File: src/rtl/huffman_bit_packer.sv
// huffman_bit_packer: packs table-driven Huffman codes MSB-first into W-bit words and
// serves them from a small FIFO on request. Define HUFF_PACK_STATS_EN for symbol/bit counters.
module huffman_bit_packer #(
   parameter int W     = 8,
   parameter int DEPTH = 4
) (
   input  logic         clk,
   input  logic         rst,
   input  logic [W-1:0] sym_in,
   input  logic         sym_valid,
   output logic         sym_ready,
   input  logic         flush,
   output logic         flush_done,
   input  logic [W-1:0] d_conf,
   input  logic [W-1:0] h_conf,
   input  logic [W-1:0] w_conf,
   input  logic         en_conf,
   input  logic         new_conf,
   input  logic         d_req,
   output logic [W-1:0] d_out,
   output logic         en_out,
   output logic         ready_out,
`ifdef HUFF_PACK_STATS_EN
   output logic [31:0]  stat_syms,
   output logic [31:0]  stat_bits,
`endif
   output logic         err_uncfg
);

   localparam int         AW      = $clog2(DEPTH);
   localparam logic [4:0] W_F     = 5'(W);
   localparam logic [4:0] ACC_W   = 5'(2 * W);
   localparam logic [AW:0] DEPTH_C = (AW + 1)'(DEPTH);

   typedef enum logic [1:0] {RUN, FLUSH, DONE} state_t;

   state_t state, state_nxt;

   logic [W-1:0]      code_mem  [2**W];
   logic [3:0]        width_mem [2**W];
   logic [2**W-1:0]   tbl_vld;

   logic [2*W-1:0]    acc, acc_add, acc_nxt, ins;
   logic [4:0]        fill, fill_nxt, sym_w, shamt;
   logic [W-1:0]      code_mask;

   logic [W-1:0]      fifo_mem [DEPTH];
   logic [AW:0]       wr_ptr, rd_ptr, fifo_cnt;

   logic conf_wr, accept, sym_hit, add, pop, fifo_full, room;
   logic norm_push, pad_push, push;

   assign conf_wr = en_conf && !new_conf && (w_conf >= W'(2)) && (w_conf <= W'(8));

   always_ff @(posedge clk) begin
      if (conf_wr) begin
         code_mem[d_conf]  <= h_conf;
         width_mem[d_conf] <= w_conf[3:0];
      end
   end

   always_ff @(posedge clk or negedge rst) begin
      if (!rst)               tbl_vld <= '0;
      else if (new_conf)      tbl_vld <= '0;
      else if (conf_wr)       tbl_vld[d_conf] <= 1'b1;
   end

   // Lookup and placement: the code lands just below the bits already held.
   assign sym_ready = (state == RUN) && (fill < W_F) && !en_conf && !new_conf;
   assign accept    = sym_valid && sym_ready;
   assign sym_hit   = tbl_vld[sym_in];
   assign add       = accept && sym_hit;
   assign sym_w     = {1'b0, width_mem[sym_in]};
   assign code_mask = ~({W{1'b1}} << sym_w);
   assign shamt     = ACC_W - fill - sym_w;
   assign ins       = {{W{1'b0}}, code_mem[sym_in] & code_mask} << shamt;
   assign acc_add   = add ? (acc | ins) : acc;

   assign fifo_cnt  = wr_ptr - rd_ptr;
   assign fifo_full = (fifo_cnt == DEPTH_C);
   assign ready_out = (fifo_cnt != '0);
   assign pop       = d_req && ready_out;
   assign room      = !fifo_full || pop;
   assign norm_push = (fill >= W_F) && room;
   // Bits below fill are always zero, so the top word already carries the pad.
   assign pad_push  = (state == FLUSH) && (fill != 5'd0) && (fill < W_F) && room;
   assign push      = norm_push || pad_push;

   always_comb begin
      acc_nxt  = acc_add;
      fill_nxt = fill - (norm_push ? W_F : 5'd0) + (add ? sym_w : 5'd0);
      if (pad_push) begin
         acc_nxt  = '0;
         fill_nxt = 5'd0;
      end else if (norm_push) begin
         acc_nxt = acc_add << W;
      end
   end

   always_comb begin
      state_nxt = state;
      case (state)
         RUN:     if (flush) state_nxt = FLUSH;
         FLUSH:   if (fill == 5'd0 || pad_push) state_nxt = DONE;
         DONE:    state_nxt = RUN;
         default: state_nxt = RUN;
      endcase
   end

   assign flush_done = (state == DONE);

   always_ff @(posedge clk) begin
      if (push) fifo_mem[wr_ptr[AW-1:0]] <= acc[2*W-1:W];
   end

   always_ff @(posedge clk or negedge rst) begin
      if (!rst) begin
         state     <= RUN;
         acc       <= '0;
         fill      <= 5'd0;
         wr_ptr    <= '0;
         rd_ptr    <= '0;
         en_out    <= 1'b0;
         d_out     <= '0;
         err_uncfg <= 1'b0;
      end else begin
         state  <= state_nxt;
         acc    <= acc_nxt;
         fill   <= fill_nxt;
         en_out <= pop;
         if (push) wr_ptr <= wr_ptr + 1'b1;
         if (pop) begin
            rd_ptr <= rd_ptr + 1'b1;
            d_out  <= fifo_mem[rd_ptr[AW-1:0]];
         end
         if (new_conf)                 err_uncfg <= 1'b0;
         else if (accept && !sym_hit)  err_uncfg <= 1'b1;
      end
   end

`ifdef HUFF_PACK_STATS_EN
   function automatic logic [31:0] sat_add(input logic [31:0] a, input logic [31:0] b);
      logic [32:0] sum;
      sum = {1'b0, a} + {1'b0, b};
      return sum[32] ? '1 : sum[31:0];
   endfunction

   always_ff @(posedge clk or negedge rst) begin
      if (!rst) begin
         stat_syms <= '0;
         stat_bits <= '0;
      end else if (new_conf) begin
         stat_syms <= '0;
         stat_bits <= '0;
      end else if (add) begin
         stat_syms <= sat_add(stat_syms, 32'd1);
         stat_bits <= sat_add(stat_bits, {27'd0, sym_w});
      end
   end
`endif

endmodule

File: config.mk
export PLATFORM = sky130hd
export DESIGN_NAME = huffman_bit_packer
export DESIGN_NICKNAME = d
export VERILOG_FILES = /design/src/rtl/huffman_bit_packer.sv
export SDC_FILE = /design/constraint.sdc
export NUM_CORES = 2
export LEC_CHECK = 0
export CORE_ASPECT_RATIO = 1.4
export CORE_MARGIN = 4
export CORE_UTILIZATION = 45
export CTS_BUF_LIST = sky130_fd_sc_hd__clkbuf_8
export CTS_CLUSTER_SIZE = 10
export DETAILED_ROUTE_END_ITERATION = 7
export DONT_BUFFER_PORTS = 1
export GPL_TIMING_DRIVEN = 0
export HOLD_SLACK_MARGIN = 0.08
export PLACE_DENSITY = 0.63
export REMOVE_ABC_BUFFERS = 1
export SKIP_CTS_REPAIR_TIMING = 1
export SLEW_MARGIN = 20
export SYNTH_ARGS = -nofsm -noshare
export SYNTH_HDL_FRONTEND = slang
export SYNTH_SLANG_ARGS = --single-unit
File: constraint.sdc
create_clock -name clk -period 6.9 [get_ports clk]
set_input_delay 1.38 -clock clk [delete_from_list [all_inputs] [get_ports clk]]
set_output_delay 1.38 -clock clk [all_outputs]
set_load 0.02 [all_outputs]
==> flow_metrics.env <==
export IMPL_status="finished with violations"
export IMPL_violations="slew limit, setup timing"
export IMPL_fill_cells=23400
export IMPL_regToRegSetupSlack_ns=1.39
export IMPL_min_path_type="in2async"
export IMPL_yosys_area_share_simple_pct=3.80
export IMPL_gr_usage_met3_pct=4.67
export IMPL_fin_ws_ns=-0.0499
export IMPL_reg2reg_from="width_mem[135][1]"
export IMPL_endpoint_kind="register"
export IMPL_yosys_register_bits=3399
export IMPL_path_common_cell="buf_16"
export IMPL_syn_to_final_growth_pct=12.3
export IMPL_timing_worst_slew_pin_value_ns=1.58
export IMPL_grt_max_degree=683
export IMPL_io_pins=52
export IMPL_grt_pass1_vias=69600
export IMPL_ys_seq_area_share_pct=75.3
export IMPL_netlist_area_um2=134000
export IMPL_slowest_stage="a32oi_1"
export IMPL_period_needed_ns=6.95
export IMPL_std_cell_rows=236
export IMPL_ys_warn_count=0
export IMPL_finalNonFillerCells=11300
export IMPL_dr_pass1_iters=6
export IMPL_synth_adder_area_share_pct=0.217
export IMPL_ir_worst_vdd_uv=298
export IMPL_via_count=68600
export IMPL_cts_buffers=473
export IMPL_pwr_density_cell_nw_per_um2=270
export IMPL_core_area_um2=295000
export IMPL_nets=7003
export IMPL_use_met1_pct=30.1
export IMPL_synth_top_family_by_area="multiplexers"
export IMPL_gp_congestion=0.852
export IMPL_cts_sinks=3399
export IMPL_cp_start_kind="input port"
export IMPL_synth_edf_count=3104
export IMPL_crit_end="acc[12]"
export IMPL_antenna_found_initial=11
export IMPL_syn_inst=6588
export IMPL_ant_nets=0
export IMPL_cts_tree="done"
export IMPL_path_clk_slew_ns=0.07
export IMPL_fp_dieH_um=653
export IMPL_avgSynthCellArea_um2=20.3
export IMPL_whs_ns=0.327
export IMPL_drtIter0Drc=8042
export IMPL_die_area_um2=306000
export IMPL_htree_levels=5
export IMPL_register_area_um2=101000
export IMPL_required_ns=7.87
export IMPL_drive_gt1_share_pct=28.3
export IMPL_place_inst=10400
export IMPL_drc=0
export IMPL_die_w_um=468
export IMPL_yosys_area_share_xor_xnor_pct=0.0918
export IMPL_fin_crit_sh_pct=101
export IMPL_ctsRootBufferMaster="clkbuf_8"
export IMPL_routed_wl_um=377000
export IMPL_postSynth_asyncResetShare_pct=8.68
export IMPL_synth_cell_type_count=93
export IMPL_setup_viol=1
export IMPL_max_cap_violations=0
export IMPL_grt_total_usage_pct=23.9
export IMPL_crit_buf_inv=6
export IMPL_rsz0062_at_grt="no"
export IMPL_worstReg2RegEnd="acc[13]"
export IMPL_cp_max_fo=93
export IMPL_max_freq_mhz=144
export IMPL_power_mw=40.5
export IMPL_fin_setup_tns_ns=-0.0499
export IMPL_grt_busiest_layer="met2"
export IMPL_dpl_hpwl_um=220000
export IMPL_p_leak_nw=49.3
export IMPL_reg2reg_depth=16
export IMPL_utilization_pct=50.8
export IMPL_synth_compound_area_share_pct=2.25
export IMPL_ys_flop_type="edfxtp_1"
export IMPL_skew_ns=0.0721
export IMPL_crit_family="compound AO/OA/AOI/OAI gates"
export IMPL_port_buffer_count=0
export IMPL_maxSlewHeadroom_pct=-5.21
export IMPL_critPathMaxStageDelay_ns=0.60
export IMPL_muxShareOfSynthArea_pct=16.5
export IMPL_grt_pass1_wl_um=521000
export IMPL_use_met2_pct=39.3
export IMPL_crit_chain="buf_16 -> buf_16 -> buf_16 -> inv_6 -> buf_16 -> mux2i_1 -> a32oi_1 -> a41oi_1 -> a32oi_1 -> and3_1 -> inv_1 -> ha_1 -> ha_1 -> a21o_1 -> a21oi_1 -> xnor2_1 -> nor2b_1 -> nand3_1 -> o21ai_1 -> nand2b_1"
export IMPL_path_class="in2reg"
export IMPL_crit_arrival_ns=7.92
export IMPL_dpl_cell_area_um2=140000
export IMPL_dp_slack_ns=-3.18
export IMPL_initial_utilization_pct=45.2
export IMPL_routed_via_density=6.08
export IMPL_wl_per_cell_um=33.4
export IMPL_hold_violations=0
export IMPL_clk_latency_ns=1.04
export IMPL_multi_input_area_um2=31500
export IMPL_finish_instance_area_um2=150000
export IMPL_grt_ovfl_total=0
export IMPL_crit_start="sym_in[0]"
export IMPL_path_depth=20
export IMPL_ctsLongestPathBuffers=4
export IMPL_slew_viol_final=62
## flip-flops by register name (all words and copies together), names as in the netlist
name       cells
code_mem    2048
err_uncfg      1
fifo_mem      32
width_mem   1024
d_out          8
fill           5
tbl_vld      256
rd_ptr         3
state          2
en_out         1
acc           16
wr_ptr         3
## metal layers
layer	part of all wire, %	up-vias
met5	0.015	-
met3	8.7	823
li1	-	27600
met2	50	3595
met1	35	36600
met4	6.3	8
## placed cells by master, fill, tap and decap left out, types with 17 or more instances in the layout
cell type and n:
a21oi_1 47, a221oi_1 21, a22o_1 19, a22oi_1 102, and3_1 17, buf_12 19
buf_16 32, buf_6 79, buf_8 90, clkbuf_8 511, clkinv_1 91, clkinv_2 66
dfrtp_1 295, edfxtp_1 3104, ha_1 20, inv_1 210, mux2_2 38, mux2i_1 258
mux4_2 834, nand2_1 188, nand3_1 76, nand4_1 19, nor2_1 519, nor2_2 258
nor2b_1 19, nor3_1 19, o21ai_0 31, o21ba_2 26, o22ai_1 18
## where the power goes
| group | internal, mW | leakage, nW | switching [mW] |
|---|---|---|---|
| logic | 1.13 | 12.0 | 1.70 |
| clock network | 7.30 | 5.26 | 7.55 |
| registers | 22.7 | 32.0 | 0.137 |
| total | 31.1 | 49.3 | 9.39 |
## cells in the mapped netlist (all sizes together) (21+ instances only)
cell / n / area share, %
nor2: 788 / 2.2
buf: 254 / 1.5
nor2b: 28 / 0.13
mux4: 841 / 14
inv: 36 / 0.10
o21ba: 26 / 0.19
a221oi: 21 / 0.14
nand2: 197 / 0.55
mux2: 38 / 0.32
a22oi: 102 / 0.57
a21oi: 47 / 0.18
clkbuf: 105 / 0.30
dfrtp: 295 / 5.5
mux2i: 259 / 1.9
nand3: 84 / 0.31
edfxtp: 3104 / 70
o21ai: 46 / 0.18
## worst min-delay path by stage
stage | start | endpoint | slack [ns] | cells after the start
final | rst | tbl_vld[212] | 0.33 | 1
after global routing | rst | tbl_vld[196] | 0.33 | 1
after CTS | rst | tbl_vld[184] | 0.05 | 0
after detailed placement | acc[6] | acc[6] | 0.47 | 2
after global placement | acc[6] | acc[6] | 0.47 | 2
after floorplan | acc[6] | acc[6] | 0.45 | 2
## worst reg2reg max path, cell delays in order (launching register included)
cell	delay, ns
edfxtp_1	0.37
mux4_2	0.55
a22oi_1	0.32
a21oi_1	0.37
o41ai_1	1.07
or2_1	0.31
inv_2	0.10
ha_1	0.28
inv_1	0.04
ha_1	0.21
fa_2	0.72
clkinvlp_4	0.19
nand2_1	0.14
nor2_1	0.05
a22o_1	0.24
o31ai_1	0.29
o211ai_1	0.13
## logic make-up (layout without fill, tap and decap cells)
family | after synthesis | after routing
compound gates | 401 | 401
xor+xnor | 14 | 14
fa+ha+maj | 22 | 22
buf+inv | 397 | 1153
flops | 3399 | 3399
mux | 1138 | 1138
other cells | 0 | 8
simple gates | 1217 | 1217
## layout make-up
type	instances	area share, %
Antenna cell	8	0.0133
Clock buffer	511	4.69
Clock inverter	366	1.25
Inverter	38	0.118
Multi-Input combinational cell	2792	21.0
Sequential cell	3399	67.1
Tap cell	3927	3.28
Timing Repair Buffer	238	2.60
No activity file was read; power rests on OpenSTA's default activity.
